File: config.mk
export PLATFORM = sky130hd
export DESIGN_NAME = operate_uart_tx_flat
export DESIGN_NICKNAME = d
export VERILOG_FILES = /design/src/rtl/operate_uart_tx_pkg.sv /design/src/rtl/operate_uart_tx_if.sv /design/src/rtl/operate_tx_fifo.sv /design/src/rtl/operate_uart_tx.sv /design/src/flat_wrapper.sv
export SDC_FILE = /design/constraint.sdc
export NUM_CORES = 1
export LEC_CHECK = 0
export ABC_AREA = 1
export CORE_ASPECT_RATIO = 0.9
export CORE_MARGIN = 2
export CORE_UTILIZATION = 59
export DETAILED_ROUTE_END_ITERATION = 12
export PLACE_DENSITY = 0.77
export SETUP_SLACK_MARGIN = 0.15
export SYNTH_ARGS = -nofsm -noshare
export SYNTH_HDL_FRONTEND = slang
export SYNTH_SLANG_ARGS = --single-unit
File: constraint.sdc
create_clock -name uart_clk -period 2.7 [get_ports uart_clk]
set_input_delay 0.54 -clock uart_clk [delete_from_list [all_inputs] [get_ports uart_clk]]
set_output_delay 0.54 -clock uart_clk [all_outputs]
set_load 0.01 [all_outputs]
File: src/rtl/operate_uart_tx_pkg.sv
// Shared definitions for the operate UART transmit path: operate byte
// constants, the frame tag carried in bits [1:0], the shifter FSM encoding
// and a format check used by the input filter.
package operate_uart_tx_pkg;

  localparam logic [7:0] OPERATE_IGNORE   = 8'b1_00000_10;
  localparam logic [7:0] OPERATE_GET      = 8'b1_00001_10;
  localparam logic [7:0] OPERATE_PUT      = 8'b1_00010_10;
  localparam logic [7:0] OPERATE_INTERACT = 8'b1_00100_10;
  localparam logic [7:0] OPERATE_MOVE     = 8'b1_01000_10;
  localparam logic [7:0] OPERATE_THROW    = 8'b1_10000_10;

  localparam logic [1:0] OPERATE_FRAME_TAG = 2'b10;

  localparam int unsigned OPERATE_BYTE_W = 8;

  typedef enum logic [2:0] {
    TX_IDLE   = 3'd0,
    TX_START  = 3'd1,
    TX_DATA   = 3'd2,
    TX_PARITY = 3'd3,
    TX_STOP   = 3'd4
  } tx_state_e;

  // Well-formed operate byte: leading 1 and the 2'b10 tag.
  function automatic logic is_well_formed(input logic [7:0] b);
    return b[7] && (b[1:0] == OPERATE_FRAME_TAG);
  endfunction

endpackage

File: src/rtl/operate_uart_tx_if.sv
// Operate byte handshake from the verifier into the transmitter.
//   op_valid : byte offered this cycle
//   op_data  : operate byte {1, ooooo, 2'b10}
//   op_ready : transmitter can accept (FIFO not full)
interface operate_uart_tx_if;
  logic       op_valid;
  logic [7:0] op_data;
  logic       op_ready;

  modport master (output op_valid, output op_data, input op_ready);
  modport slave  (input op_valid, input op_data, output op_ready);
endinterface

File: src/rtl/operate_tx_fifo.sv
// Synchronous first-word-fall-through byte FIFO.
//   push/wr_data : write when not full
//   pop/rd_data  : rd_data shows head entry; pop advances when not empty
//   full/empty   : from pointers carrying an extra wrap bit
//   level        : registered occupancy, 0..FIFO_DEPTH
module operate_tx_fifo #(
  parameter int unsigned FIFO_DEPTH = 4,
  parameter int unsigned WIDTH      = 8
) (
  input  logic                        uart_clk,
  input  logic                        rst_n,
  input  logic                        push,
  input  logic [WIDTH-1:0]            wr_data,
  input  logic                        pop,
  output logic [WIDTH-1:0]            rd_data,
  output logic                        full,
  output logic                        empty,
  output logic [$clog2(FIFO_DEPTH):0] level
);

  localparam int unsigned AW = $clog2(FIFO_DEPTH);
  localparam int unsigned PW = AW + 1;

  logic [WIDTH-1:0] mem [FIFO_DEPTH];
  logic [PW-1:0]    wr_ptr;
  logic [PW-1:0]    rd_ptr;
  logic             do_push;
  logic             do_pop;

  // Same index with differing wrap bits means full.
  assign full    = (wr_ptr[AW] != rd_ptr[AW]) && (wr_ptr[AW-1:0] == rd_ptr[AW-1:0]);
  assign empty   = (wr_ptr == rd_ptr);
  assign do_push = push && !full;
  assign do_pop  = pop && !empty;
  assign rd_data = mem[rd_ptr[AW-1:0]];

  // Pointer and occupancy registers.
  always_ff @(posedge uart_clk or negedge rst_n) begin
    if (!rst_n) begin
      wr_ptr <= '0;
      rd_ptr <= '0;
      level  <= '0;
    end else begin
      if (do_push) wr_ptr <= wr_ptr + PW'(1);
      if (do_pop)  rd_ptr <= rd_ptr + PW'(1);
      case ({do_push, do_pop})
        2'b10:   level <= level + PW'(1);
        2'b01:   level <= level - PW'(1);
        default: level <= level;
      endcase
    end
  end

  // Storage array; contents are don't-care after reset.
  always_ff @(posedge uart_clk) begin
    if (do_push) mem[wr_ptr[AW-1:0]] <= wr_data;
  end

endmodule

File: src/rtl/operate_uart_tx.sv
// Operate link UART transmitter: filters verified operate bytes, queues them
// and shifts them out as 8N1 frames (8E1 when OPERATE_TX_PARITY_EN is defined).
//   uart_clk, rst_n : clock, asynchronous active-low reset
//   op_bus          : operate byte handshake (slave side)
//   uart_tx         : registered serial line, idle high
//   tx_busy         : shifter not idle (aligned with the line)
//   fifo_level      : queued bytes
//   drop_pulse      : one-cycle pulse when an offered byte is discarded
module operate_uart_tx
  import operate_uart_tx_pkg::*;
#(
  parameter int unsigned CLKS_PER_BIT = 16,
  parameter int unsigned FIFO_DEPTH   = 4
) (
  input  logic                        uart_clk,
  input  logic                        rst_n,
  operate_uart_tx_if.slave            op_bus,
  output logic                        uart_tx,
  output logic                        tx_busy,
  output logic [$clog2(FIFO_DEPTH):0] fifo_level,
  output logic                        drop_pulse
);

  localparam int unsigned BAUD_W = $clog2(CLKS_PER_BIT);
  localparam logic [BAUD_W-1:0] BAUD_LAST = BAUD_W'(CLKS_PER_BIT - 1);

  tx_state_e   state_q, state_d;
  logic [BAUD_W-1:0] baud_q, baud_d;
  logic [2:0]  bit_q, bit_d;
  logic [OPERATE_BYTE_W-1:0] shift_q, shift_d;
  logic        line_d;
  logic        baud_end;

  logic        fifo_full, fifo_empty, fifo_push, fifo_pop;
  logic [OPERATE_BYTE_W-1:0] fifo_rd_data;
  logic        accept, well_formed;

`ifdef OPERATE_TX_PARITY_EN
  logic        parity_q, parity_d;
`endif

  // Input filter: IGNORE is swallowed silently, malformed or refused bytes pulse drop.
  assign op_bus.op_ready = ~fifo_full;
  assign accept          = op_bus.op_valid && op_bus.op_ready;
  assign well_formed     = is_well_formed(op_bus.op_data);
  assign fifo_push       = accept && well_formed && (op_bus.op_data != OPERATE_IGNORE);

  always_ff @(posedge uart_clk or negedge rst_n) begin
    if (!rst_n) drop_pulse <= 1'b0;
    else        drop_pulse <= op_bus.op_valid && (!op_bus.op_ready || !well_formed);
  end

  operate_tx_fifo #(
    .FIFO_DEPTH (FIFO_DEPTH),
    .WIDTH      (OPERATE_BYTE_W)
  ) u_fifo (
    .uart_clk (uart_clk),
    .rst_n    (rst_n),
    .push     (fifo_push),
    .wr_data  (op_bus.op_data),
    .pop      (fifo_pop),
    .rd_data  (fifo_rd_data),
    .full     (fifo_full),
    .empty    (fifo_empty),
    .level    (fifo_level)
  );

  assign baud_end = (baud_q == BAUD_LAST);

  // Shifter state registers.
  always_ff @(posedge uart_clk or negedge rst_n) begin
    if (!rst_n) begin
      state_q <= TX_IDLE;
      baud_q  <= '0;
      bit_q   <= '0;
      shift_q <= '0;
`ifdef OPERATE_TX_PARITY_EN
      parity_q <= 1'b0;
`endif
    end else begin
      state_q <= state_d;
      baud_q  <= baud_d;
      bit_q   <= bit_d;
      shift_q <= shift_d;
`ifdef OPERATE_TX_PARITY_EN
      parity_q <= parity_d;
`endif
    end
  end

  // Next-state: a frame is loaded from the FIFO head in IDLE or at the end of STOP.
  always_comb begin
    state_d  = state_q;
    baud_d   = baud_q;
    bit_d    = bit_q;
    shift_d  = shift_q;
    fifo_pop = 1'b0;
`ifdef OPERATE_TX_PARITY_EN
    parity_d = parity_q;
`endif
    case (state_q)
      TX_IDLE: begin
        if (!fifo_empty) begin
          fifo_pop = 1'b1;
          shift_d  = fifo_rd_data;
          baud_d   = '0;
          bit_d    = '0;
          state_d  = TX_START;
`ifdef OPERATE_TX_PARITY_EN
          parity_d = ^fifo_rd_data;
`endif
        end
      end
      TX_START: begin
        if (baud_end) begin
          baud_d  = '0;
          bit_d   = '0;
          state_d = TX_DATA;
        end else begin
          baud_d = baud_q + BAUD_W'(1);
        end
      end
      TX_DATA: begin
        if (baud_end) begin
          baud_d  = '0;
          shift_d = {1'b0, shift_q[OPERATE_BYTE_W-1:1]};
          if (bit_q == 3'd7) begin
`ifdef OPERATE_TX_PARITY_EN
            state_d = TX_PARITY;
`else
            state_d = TX_STOP;
`endif
          end else begin
            bit_d = bit_q + 3'd1;
          end
        end else begin
          baud_d = baud_q + BAUD_W'(1);
        end
      end
`ifdef OPERATE_TX_PARITY_EN
      TX_PARITY: begin
        if (baud_end) begin
          baud_d  = '0;
          state_d = TX_STOP;
        end else begin
          baud_d = baud_q + BAUD_W'(1);
        end
      end
`endif
      TX_STOP: begin
        if (baud_end) begin
          baud_d = '0;
          if (!fifo_empty) begin
            fifo_pop = 1'b1;
            shift_d  = fifo_rd_data;
            bit_d    = '0;
            state_d  = TX_START;
`ifdef OPERATE_TX_PARITY_EN
            parity_d = ^fifo_rd_data;
`endif
          end else begin
            state_d = TX_IDLE;
          end
        end else begin
          baud_d = baud_q + BAUD_W'(1);
        end
      end
      default: state_d = TX_IDLE;
    endcase
  end

  // Line level for the current state; registered below for a glitch-free output.
  always_comb begin
    line_d = 1'b1;
    case (state_q)
      TX_START:  line_d = 1'b0;
      TX_DATA:   line_d = shift_q[0];
`ifdef OPERATE_TX_PARITY_EN
      TX_PARITY: line_d = parity_q;
`endif
      default:   line_d = 1'b1;
    endcase
  end

  always_ff @(posedge uart_clk or negedge rst_n) begin
    if (!rst_n) begin
      uart_tx <= 1'b1;
      tx_busy <= 1'b0;
    end else begin
      uart_tx <= line_d;
      tx_busy <= (state_q != TX_IDLE);
    end
  end

endmodule

File: src/flat_wrapper.sv
// flat-port wrapper written by rule: the top's interface ports become plain ports
module operate_uart_tx_flat import operate_uart_tx_pkg::*;
#(
  parameter int unsigned CLKS_PER_BIT = 16,
  parameter int unsigned FIFO_DEPTH   = 4
)
  (uart_clk, rst_n, uart_tx, tx_busy, fifo_level, drop_pulse, op_bus_op_valid, op_bus_op_data, op_bus_op_ready);
  operate_uart_tx_if op_bus_i ();
  input  logic uart_clk;
  input  logic rst_n;
  output logic uart_tx;
  output logic tx_busy;
  output logic [$clog2(FIFO_DEPTH):0] fifo_level;
  output logic drop_pulse;
  input wire logic [$bits(op_bus_i.op_valid)-1:0] op_bus_op_valid;
  input wire logic [$bits(op_bus_i.op_data)-1:0] op_bus_op_data;
  output wire logic [$bits(op_bus_i.op_ready)-1:0] op_bus_op_ready;
  assign op_bus_i.op_valid = op_bus_op_valid;
  assign op_bus_i.op_data = op_bus_op_data;
  assign op_bus_op_ready = op_bus_i.op_ready;
  operate_uart_tx #(.CLKS_PER_BIT(CLKS_PER_BIT), .FIFO_DEPTH(FIFO_DEPTH)) u_core (.uart_clk(uart_clk), .rst_n(rst_n), .op_bus(op_bus_i), .uart_tx(uart_tx), .tx_busy(tx_busy), .fifo_level(fifo_level), .drop_pulse(drop_pulse));
endmodule
# Word level (Yosys, flattened, before mapping)
# Memory sizes are Yosys's and may differ from the RTL's.
# Cells that the tools add are included.
[word_totals]
regBits = 30
ram_bits = 32
inputBits = 11
output_inout_bits = 7
elab_cells = 86
mem_count = 1
[classes]
add_sub_neg = 6
n_eq_ne = 18
mux = 27
bitwise = 1
reduce_logical = 23
[memory_table]
columns = ["name", "depth", "width", "read_ports", "rd_clocked_by_memory_dff", "wr", "line_no", "rtl"]
rows = [
  ["u_core.u_fifo.mem", 4, 8, 1, 0, 1, "operate_tx_fifo.sv:24", "logic [WIDTH-1:0] mem [FIFO_DEPTH];"],
]
[op_table]
columns = ["cell", "n"]
rows = [
  ["$mux 3", 10],
  ["$mux 8", 3],
  ["$pmux 3 s4", 2],
  ["$pmux 8 s3", 1],
  ["$add 3x1->3 const B", 4],
  ["$reduce_and 5->1", 2],
  ["$logic_and 1x1->1", 8],
  ["$mux 4", 2],
  ["$ne 2x1->1 const B", 4],
  ["$ne 8x8->1 const B", 1],
  ["$pmux 4 s2", 1],
  ["$eq 3x3->1 const B", 2],
  ["$pmux 3 s2", 1],
  ["$reduce_bool 3->1", 2],
  ["$mux 1", 5],
  ["$add 4x1->4 const B", 1],
  ["$eq 2x2->1 const B", 2],
  ["$eq 4x4->1 const B", 1],
  ["$ne 2x2->1 const B", 2],
  ["$pmux 1 s2", 2],
  ["$reduce_bool 2->1", 2],
  ["$reduce_bool 4->1", 1],
  ["$eq 3x1->1 const B", 1],
  ["$eq 3x2->1 const B", 1],
  ["12 further kinds", 14],
]

# Depth between registers and ports, before layout
[logic_depth]
ltp_word = 9
mapped_depth = 15
ltp_nobuf = 14

# Modules after synthesis
# From an unflattened synthesis, not the netlist that was laid out.
[hier_totals]
cells_unflattened = 305
hier_area_um2 = 3002.9
[by_module_without_submodules]
columns = ["mod", "n_inst", "cells_each", "area_each_um2"]
rows = [
  ["operate_tx_fifo", 1, 152, 1794.2],
  ["operate_uart_tx", 1, 153, 1208.7],
]

# Least setup slack after synthesis
# No wires, ideal clock.
[synth_timing]
kind = "reg2reg"
startpoint = "register u_core.u_fifo.rd_ptr[0]"
endpoint = "register u_core.u_fifo.level[2]"
setup_time_ns = 0.124
t_arrival_ns = 1.997
t_required_ns = 2.576
slack_ns = 0.578
stages_incl_launch_ff = 15
period_less_slack_ns = 2.122
cell_sequence = "dfrtp_1 -> buf_6 -> inv_6 -> nand2_1 -> nand2_1 -> nand3_1 -> nand2_1 -> inv_2 -> nand2_4 -> ha_1 -> inv_1 -> fa_1 -> a21oi_1 -> o21ai_0 -> xnor2_1"
[synth_via]
elab_chain_len = 9
[synth_lines]
columns = ["element", "line_no", "rtl"]
rows = [
  ["from (decl)", "operate_tx_fifo.sv:26", "logic [PW-1:0] rd_ptr;"],
  ["from (signal assigned)", "operate_tx_fifo.sv:45", "if (do_pop) rd_ptr <= rd_ptr + PW'(1);"],
  ["$eq 2x2->1 *", "operate_tx_fifo.sv:31", "assign full = (wr_ptr[AW] != rd_ptr[AW]) && (wr_ptr[AW-1:0] == rd_ptr[AW-1:0]);"],
  ["$logic_and 1x1->1 *", "operate_tx_fifo.sv:31", ""],
  ["$not 1->1 *", "operate_uart_tx.sv:43", "assign op_bus.op_ready = ~fifo_full;"],
  ["via op_bus_op_ready", "flat_wrapper.sv:17", "output wire logic [$bits(op_bus_i.op_ready)-1:0] op_bus_op_ready;"],
  ["$logic_and 1x1->1 *", "operate_uart_tx.sv:44", "assign accept = op_bus.op_valid && op_bus.op_ready;"],
  ["$logic_and 1x1->1 * (2 in a row)", "operate_uart_tx.sv:46", "assign fifo_push = accept && well_formed && (op_bus.op_data != OPERATE_IGNORE);"],
  ["$logic_and 1x1->1 *", "operate_tx_fifo.sv:33", "assign do_push = push && !full;"],
  ["$eq 2x1->1 or $eq 2x2->1 (tied branches)", "operate_tx_fifo.sv:46", "case ({do_push, do_pop})"],
  ["$pmux 3 s2 or $reduce_bool 2->1 (tied branches)", "--", ""],
  ["to (signal assigned)", "operate_tx_fifo.sv:47", "2'b10: level <= level + PW'(1);"],
  ["to (signal assigned)", "operate_tx_fifo.sv:48", "2'b01: level <= level - PW'(1);"],
  ["to (signal assigned)", "operate_tx_fifo.sv:49", "default: level <= level;"],
  ["to (decl)", "operate_tx_fifo.sv:18", "output logic [$clog2(FIFO_DEPTH):0] level"],
]
# The timed path passes the listed nets; every way through them passes the cells marked *.
# A chain may end at the register's enable or synchronous reset.

# Final worst setup path
[layout_timing]
startpoint = "register u_core.u_fifo.rd_ptr[0]"
endpoint = "output port op_bus_op_ready"
[layout_via]
elab_chain_len = 3
[layout_lines]
columns = ["element", "line_no"]
rows = [
  ["$eq 2x2->1", "operate_tx_fifo.sv:31"],
  ["$logic_and 1x1->1", "operate_tx_fifo.sv:31"],
  ["$not 1->1", "operate_uart_tx.sv:43"],
  ["to (decl)", "flat_wrapper.sv:17"],
]
# No other way between the ends.

==> results.ini <==
[run_status]
outcome=completed

[drt]
viasPerCell=5.19
drt-total-wl_um=5710
ant_nets=0
dr_total_vias=2175
dr.pass1.iters=4
post_drt_wl_per_cell_um=13.6
drc=0
drt_iter0_markers=114

[setup_path]
worstPathArrival_ps=1810
crit_chain=inv_6 > nand2_1 > nand2_1 > nand3_1 > clkdlybuf4s50_1
worst-path-max-fanout=18
path_buf_inv=2
crit_slowest_cell=clkdlybuf4s50_1
rr_startpoint=u_core.u_fifo.rd_ptr[0]
startpoint=u_core.u_fifo.rd_ptr[0]
cp-start-kind=flip-flop
critPathTopFamily=buffers and inverters
r2r_cells=14
worst-setup-path-type=flip-flop to output port
crit_path_max_incr_delay_ps=510
cp_data_required_time_ps=2160
worst_setup_path_end_kind=output port
crit_top_cell=nand2_1
r2r_slack_ps=400
rr_endpoint=u_core.u_fifo.level[2]

[final_layout]
stdcell_area_sq_um=3490
fin_nets=370
drive_above_1_share=0.153
stdcell_count=419
syn_to_final_growth_pct=16.9
antenna_cells=0

[place]
place_congestion=0.803
place.port_buffers=17
place_inst=403
place_hpwl_um=3970
dpl_cell_area_sq_um=3310
pre_cts_ws_ps=54.5

[flow_run]
max_cap_violations=0

[timing]
setup_ws_ps=349
timing.final.hold_violations=0
slew_headroom=0.742
setup_viol=0
worstMarginPinSlew_ps=386
finalSetupTns_ps=0
max_freq_mhz=425
grt_setup_unrepaired=no
final.setup_skew_ps=9.53
period_needed_ps=2350
post-route-period-util=0.871
drv_slew=0

[floorplanning]
start_util=0.614
design.core.area_sq_um=4860
rows=24
chipWidth_um=79.0
ios=18
die_y_um=71.5
dieArea_sq_um=5650

[synth]
ys_seq_area_frac=0.573
syn_area_sq_um=2990
syn-instance-count=312
synth_seq_cells=62
synth_cell_types=31
yosysWarnings=0
synth_nets=333
avgSynthCellArea_sq_um=9.58

[clock_tree]
cts_buffers=9
cts_max_level=3
cts_setup_buffers=0
cts_root_buf=clkbuf_8
clkTransAtPathRegs_ps=70
worstSkewPairLatency_ps=350
cts_buffer_depth=2
cts_tree=done
clock-sinks=62

[hold_path]
hold_path_depth=2
min_path_type=flip-flop to flip-flop
whs_endpoint=u_core.shift_q[2]
min_from=u_core.shift_q[2]

[grt]
overflow=0
antenna_found_initial=0
grt_pass1_wl_um=9920
grt_pass1_vias=2086
grtUsageTotal=0.237
grt_max_degree=31

[power]
peakVddDrop_uv=610
powerDensity_nw_per_um2=1070
power.total_mw=3.74
power_leakage_nw=1.63

[worst reg2reg max path, cell delays in order, from the launching register on]
cell and delay [ps]:
dfrtp_2 510, inv_6 110, nand2_1 80, nand2_1 70, nand3_2 110, nand2_2 100
inv_2 90, nand2_2 100, inv_1 90, ha_1 130, inv_1 60, fa_1 380
a21oi_1 140, o21ai_0 110, xnor2_1 130
[power by group]
part / switching (mW) / internal [mW]
Sequential: 0.193 / 1.21
Clock: 0.414 / 0.350
Combinational: 0.970 / 0.602
Total: 1.58 / 2.16
[layout by cell type, fill, tap and decap left out]
cell type	instances
buf_4	14
dfrtp_1	28
and3b_1	1
or2_2	1
nand2_1	111
edfxtp_1	32
clkdlybuf4s50_1	17
clkinvlp_4	1
fa_1	1
nand3_2	2
nand3_1	46
nor3_1	1
xnor2_1	3
nand3_4	1
nand4_1	5
inv_2	4
nand3b_4	1
or2_1	1
nor2_1	11
clkinv_4	1
nand2_4	5
inv_1	24
o21ai_0	3
nor2_2	1
nand2_2	5
inv_6	6
ha_1	9
nor2_4	1
a21oi_1	3
dfstp_2	1
o21ai_1	2
xor2_1	2
dfrtp_2	1
clkbuf_8	9
[cell usage after synthesis, drive strengths merged]
library cell | instances | area share
a21oi | 3 | 0.0050
and3b | 1 | 0.0029
buf | 4 | 0.011
clkbuf | 1 | 0.0013
dfrtp | 29 | 0.24
dfstp | 1 | 0.0088
edfxtp | 32 | 0.32
fa | 1 | 0.0067
ha | 9 | 0.038
inv | 29 | 0.038
nand2 | 121 | 0.17
nand3 | 49 | 0.090
nand3b | 1 | 0.0067
nand4 | 5 | 0.010
nor2 | 13 | 0.020
nor3 | 1 | 0.0017
o21ai | 5 | 0.0084
or2 | 2 | 0.0042
xnor2 | 3 | 0.0088
xor2 | 2 | 0.0059
[metal layers]
layer	GRT usage	vias to the layer above	wire length, um
met5	0	-	0
met4	0.0728	0	78
met3	0.0806	7	289
met2	0.381	54	2780
met1	0.309	1010	2560
li1	-	1104	-
[metrics by stage]
| stage | hold WS, ps | util |
|---|---|---|
| floorplan | 244 | - |
| global placement | 457 | 0.680 |
| detailed placement | 460 | 0.680 |
| CTS | 478 | 0.718 |
| global route | 494 | 0.718 |
| finish | 477 | 0.718 |
[worst max-delay path by stage]
stage                     slack (ps)  depth (start not counted)                     end
after CTS                        180                          5         op_bus_op_ready
after detailed placement          50                         12  u_core.u_fifo.level[2]
after global routing             210                         14  u_core.u_fifo.level[2]
after global placement            90                         12  u_core.u_fifo.level[2]
final                            350                          5         op_bus_op_ready
after floorplan                  580                         14  u_core.u_fifo.level[2]
[final cells by class]
class                           count  area, sq um
Clock inverter                      7         60.1
Fill cell                         381         1370
Tap cell                           65         81.3
Clock buffer                        9          124
Multi-Input combinational cell    216         1120
Inverter                           29          114
Sequential cell                    62         1710
Timing Repair Buffer               31          275
[kinds of logic after synthesis]
kind of cell,synth area share
AOI/OAI and AO/OA,0.0134
xor gates and xnor gates,0.0147
adders and majority gates,0.0444
buffers and inverters,0.0502
DFF,0.573
and+or+nand+nor,0.304
[flip-flops by register name, indices dropped and copies added (netlist names)]
register              flops
u_core.u_fifo.rd_ptr      3
u_core.state_q            3
u_core.u_fifo.level       3
u_core.tx_busy            1
u_core.shift_q            8
u_core.baud_q             4
u_core.bit_q              3
u_core.u_fifo.wr_ptr      3
u_core.u_fifo.mem        32
u_core.drop_pulse         1
u_core.uart_tx            1
[repair_timing]
item | in CTS | in global routing
resized for setup | 0 | 1
hold buffers | 0 | 0
setup endpoints to repair | 0 | 2
(Power assumes the default switching activity.)
